--- src/rtl/sample_packetizer.sv ---
// Frames 16-bit AXI-Stream samples into SYNC/SEQ/LEN/payload/CSUM byte packets
// for the FT232H sync-FIFO controller; all outputs are registered.
module sample_packetizer #(
  parameter int unsigned SAMPLES_PER_PACKET = 4,
  parameter logic [7:0]  SYNC_BYTE          = 8'hA5
) (
  input  logic        sys_clk,
  input  logic        rst_n,
  input  logic [15:0] s_tdata,
  input  logic        s_tvalid,
  output logic        s_tready,
  output logic [7:0]  m_tdata,
  output logic        m_tvalid,
  input  logic        m_tready,
  output logic        busy
);

  typedef enum logic [2:0] {
    ST_IDLE, ST_SYNC, ST_SEQ, ST_LEN, ST_LOAD, ST_HI, ST_LO, ST_CSUM
  } state_t;

  localparam logic [7:0] LEN_BYTE = 8'(SAMPLES_PER_PACKET);
  localparam logic [7:0] LAST_IDX = 8'(SAMPLES_PER_PACKET - 1);

  state_t      state;
  logic [7:0]  seq;
  logic [7:0]  cnt;
  logic [7:0]  acc;
  logic [15:0] sample;

  // Outputs are loaded with the value for the state being entered, so every
  // output is a flop and nothing combinational reaches the ports.
  always_ff @(posedge sys_clk or negedge rst_n) begin
    if (!rst_n) begin
      state    <= ST_IDLE;
      seq      <= '0;
      cnt      <= '0;
      acc      <= '0;
      sample   <= '0;
      m_tdata  <= '0;
      m_tvalid <= 1'b0;
      s_tready <= 1'b0;
      busy     <= 1'b0;
    end else begin
      case (state)
        ST_IDLE: begin
          acc <= '0;
          cnt <= '0;
          if (s_tvalid) begin
            state    <= ST_SYNC;
            m_tvalid <= 1'b1;
            m_tdata  <= SYNC_BYTE;
            busy     <= 1'b1;
          end
        end
        ST_SYNC: if (m_tready) begin
          state   <= ST_SEQ;
          m_tdata <= seq;
        end
        ST_SEQ: if (m_tready) begin
          acc     <= acc + seq;
          state   <= ST_LEN;
          m_tdata <= LEN_BYTE;
        end
        ST_LEN: if (m_tready) begin
          acc      <= acc + LEN_BYTE;
          state    <= ST_LOAD;
          m_tvalid <= 1'b0;
          m_tdata  <= '0;
          s_tready <= 1'b1;
        end
        ST_LOAD: if (s_tvalid) begin
          sample   <= s_tdata;
          state    <= ST_HI;
          s_tready <= 1'b0;
          m_tvalid <= 1'b1;
          m_tdata  <= s_tdata[15:8];
        end
        ST_HI: if (m_tready) begin
          acc     <= acc + sample[15:8];
          state   <= ST_LO;
          m_tdata <= sample[7:0];
        end
        ST_LO: if (m_tready) begin
          acc <= acc + sample[7:0];
          if (cnt == LAST_IDX) begin
            cnt     <= '0;
            state   <= ST_CSUM;
            m_tdata <= acc + sample[7:0];
          end else begin
            cnt      <= cnt + 8'd1;
            state    <= ST_LOAD;
            m_tvalid <= 1'b0;
            m_tdata  <= '0;
            s_tready <= 1'b1;
          end
        end
        ST_CSUM: if (m_tready) begin
          seq      <= seq + 8'd1;
          state    <= ST_IDLE;
          m_tvalid <= 1'b0;
          m_tdata  <= '0;
          busy     <= 1'b0;
        end
        default: begin
          state    <= ST_IDLE;
          m_tvalid <= 1'b0;
          s_tready <= 1'b0;
          busy     <= 1'b0;
        end
      endcase
    end
  end

endmodule

--- config.mk ---
export PLATFORM = sky130hd
export DESIGN_NAME = sample_packetizer
export DESIGN_NICKNAME = d
export VERILOG_FILES = /design/src/rtl/sample_packetizer.sv
export SDC_FILE = /design/constraint.sdc
export NUM_CORES = 1
export LEC_CHECK = 0
export CORE_ASPECT_RATIO = 1.5
export CORE_MARGIN = 2
export CORE_UTILIZATION = 45
export CTS_BUF_LIST = sky130_fd_sc_hd__clkbuf_2 sky130_fd_sc_hd__clkbuf_4 sky130_fd_sc_hd__clkbuf_8
export CTS_CLUSTER_DIAMETER = 150
export DETAILED_ROUTE_END_ITERATION = 10
export PLACE_DENSITY = 0.7
export SLEW_MARGIN = 20
export SYNTH_ARGS = -nofsm -noshare
export SYNTH_HDL_FRONTEND = slang
export SYNTH_SLANG_ARGS = --single-unit
--- constraint.sdc ---
create_clock -name sys_clk -period 4.9 [get_ports sys_clk]
set_input_delay 1.225 -clock sys_clk [delete_from_list [all_inputs] [get_ports sys_clk]]
set_output_delay 1.225 -clock sys_clk [all_outputs]
set_load 0.02 [all_outputs]
==> run_results.csv <==
group,metric,value,unit
routing,drt_iter0_markers,217,
yosys,synth-seq-cells,54,
placed_design,place_congestion,0.908,
floorplanning,dieArea,0.00841,mm²
routing,antenna_left,0,
floorplanning,start_util,46.0,%
critical_path,slowest_stage,"or4_1",
run,maxCapViolCount,0,
timing,rsz0062_at_grt,"false",
routing,first_pass_iters,4,
cells_and_area,antenna_cells,0,
cells_and_area,final_util,52.3,%
critical_path,rr_startpoint,"state[1]$_DFFE_PN0P_",
min_path,min_path_type,"reg -> reg",
yosys,ys_warn_count,0,
yosys,synth-compound-area-share,20.6,%
timing,hold_viol,0,
timing,fmax,298,MHz
critical_path,rr_endpoint,"acc[7]$_DFFE_PN0P_",
clocking,root_buffer,"clkbuf_8",
timing,hold_slack,0.492,ns
global_route,antenna_found_initial,0,
timing,slew_headroom,41.8,%
clocking,tritoncts,"built",
cells_and_area,final_area,0.00393,mm²
critical_path,r2r_cells,12,
timing,finClkSkew,0.0176,ns
critical_path,critical-path-top-delay-family,"simple AND/OR/NAND/NOR gates",
clocking,cts_sinks,54,
cells_and_area,fillers,729,
floorplanning,chipHeight,111,µm
clocking,clockBufferDepth,2,
yosys,synth_fp_nets,410,
placed_design,place_inst,487,
clocking,cts-hold-fix-buffers,0,
cells_and_area,area_growth,13.9,%
timing,final.setup.tns,0,ns
routing,wl_per_cell,17.2,µm
yosys,synth_edf_count,0,
yosys,ys.flop_type,"dfrtp_1",
critical_path,slowest_delay,0.51,ns
power_and_ir_drop,leakagePower,1.73,nW
routing,via_per_inst,5.85,
yosys,async_flop_share,100,%
critical_path,crit_chain,"inv_1 > ha_1 > buf_4 > nand2_1 > mux2_2 > ha_1 > a21o_1 > nand4_1 > nand3_1 > and3_1 > or4_1 > a31oi_1",
cells_and_area,layout_commonest_cell,"dfrtp_1",
critical_path,r2r_slack,1.54,ns
timing,fin_crit_sh,68.5,%
min_path,hp-start,"m_tdata[3]$_DFFE_PN0P_",
yosys,syn_avg_cell_area,9.44,µm²
clocking,cts_resized,0,
floorplanning,rows,39,
critical_path,critical_path_arrival,3.59,ns
yosys,synth_simple_gate_area_share,13.7,%
yosys,synthMuxAreaShare,8.44,%
yosys,synth-seq-area-share,39.1,%
placed_design,post_dp_cell_area,0.00384,mm²
clocking,numCtsBuffers,5,
clocking,worst_skew_pair.late_latency,0.31,ns
placed_design,hpwl,6360,µm
critical_path,cp.depth,12,
routing,vias,2895,
critical_path,startpoint_type,"register",
placed_design,io_buffer_count,30,
timing,tightest_slew,0.871,ns
timing,setup_ws,1.54,ns
cells_and_area,final_cells,495,
timing,period_minus_slack,3.36,ns
critical_path,endpoint_kind,"register",
yosys,synth.distinct_cells,50,
power_and_ir_drop,power,2.31,mW
yosys,synthXorXnorAreaFrac,6.09,%
floorplanning,dieWidth,75.5,µm
global_route,grt_pass1_wl,14400,µm
yosys,synth_area,0.00345,mm²
min_path,whs_endpoint,"m_tdata[3]$_DFFE_PN0P_",
placed_design,post-place-ws,1.53,ns
critical_path,path_buf_inv,2,
floorplanning,pin_count,31,
critical_path,worstSetupPathType,"reg -> reg",
routing,drc,0,
clocking,h-tree-depth,2,
yosys,synth_adder_area_share,9.13,%
critical_path,cp_common_cell,"ha_1",
yosys,synth_top_family_by_area,"compound AO/OA/AOI/OAI gates",
power_and_ir_drop,peakVddDrop,0.000249,V
cells_and_area,drive_above_1_share,10.4,%
clocking,cts_setup_buffers,0,
cells_and_area,nets,436,
outcome,outcome,"finished, final reports clean",
cells_and_area,final_cell_mix,"dfrtp_1, a21oi_1, clkdlybuf4s50_1, nor2_1, nand2_1",
timing,finalSetupViolCount,0,
timing,slew_violations,0,
yosys,syn_inst,366,
global_route,grt_pass1_vias,3036,
cells_and_area,multi_input_area,0.00200,mm²
min_path,hold_path_depth,2,
critical_path,required,5.14,ns
power_and_ir_drop,pwr_density_cell,586,mW/mm²
clocking,clk_pin_slew,0.11,ns
cells_and_area,regArea,0.00135,mm²
global_route,grt_usage,22.2,%
critical_path,crit_fanout,22,
floorplanning,core_area,0.00751,mm²
global_route,grt_overflow,0,
global_route,grt_max_degree,55,
routing,routed_wirelength,8520,µm
-- cells by family after synthesis --
| family | count (synthesis) |
|---|---|
| and+or+nand+nor | 101 |
| muxes | 26 |
| buffers and inverters | 24 |
| AOI/OAI and AO/OA | 113 |
| DFF | 54 |
| xor gates and xnor gates | 24 |
| adders and majority gates | 24 |
-- where the power goes --
part	switching [mW]	total, mW	internal (mW)	leakage (nW)
clock network	0.147	0.267	0.120	0.0517
registers	0.136	0.738	0.601	0.687
logic	0.752	1.30	0.549	0.987
-- worst min-delay path, delay by kind of cell, from the launching register on --
family	cells	cell delay, ns
flip-flops	1	0.36
AND/OR/NAND/NOR	1	0.05
AO/OA/AOI/OAI	1	0.06
-- cell usage after synthesis (6+ instances only) --
library cell  instances  share of area (%)
xor2_1               13                3.3
inv_1                10                1.1
a21o_1                6                1.3
nand3_1              14                2.0
a22oi_1              10                2.2
nor3_1                9                1.3
and3_1                7                1.3
a21oi_1              37                5.4
ha_1                 22                8.0
xnor2_1              11                2.8
clkbuf_1              7               0.76
nand2_1              26                2.8
dfrtp_1              54                 39
o21ai_0              25                3.6
mux2_2               25                8.2
nor2_1               27                2.9
-- cell type report --
class / instances / share of cell area, %
clock buffer: 7 / 2.29
clock inverter: 1 / 0.127
inverter: 10 / 0.955
multi-input combinational: 288 / 50.9
sequential: 54 / 34.4
tap: 102 / 3.25
timing repair buffer: 33 / 8.08
-- per-layer routing --
layer	GRT usage, %	vias to the layer above	share of wire, %	routed length [µm]
li1	-	1392	-	-
met1	28.5	1410	41	3470
met3	2.64	19	4.7	397
met2	37.2	74	52	4440
met5	0	-	0	0
met4	7.95	0	2.5	214
-- sequential cells by signal, indices dropped and copies added, names as in the netlist --
| name | count |
|---|---|
| acc | 8 |
| busy | 1 |
| cnt | 8 |
| m_tdata | 8 |
| m_tvalid | 1 |
| s_tready | 1 |
| sample | 16 |
| seq | 8 |
| state | 3 |
-- worst max-delay path by stage --
stage / end / startpoint / slack [ns]
2_1_floorplan: acc[7]$_DFFE_PN0P_ / state[1]$_DFFE_PN0P_ / 2.11
3_3_place_gp: acc[7]$_DFFE_PN0P_ / m_tready / 1.61
3_5_place_dp: acc[7]$_DFFE_PN0P_ / m_tready / 1.53
4_1_cts: acc[7]$_DFFE_PN0P_ / state[1]$_DFFE_PN0P_ / 1.53
5_1_grt: acc[7]$_DFFE_PN0P_ / state[1]$_DFFE_PN0P_ / 1.33
6_report: acc[7]$_DFFE_PN0P_ / state[1]$_DFFE_PN0P_ / 1.54
(Power assumes the default switching activity.)
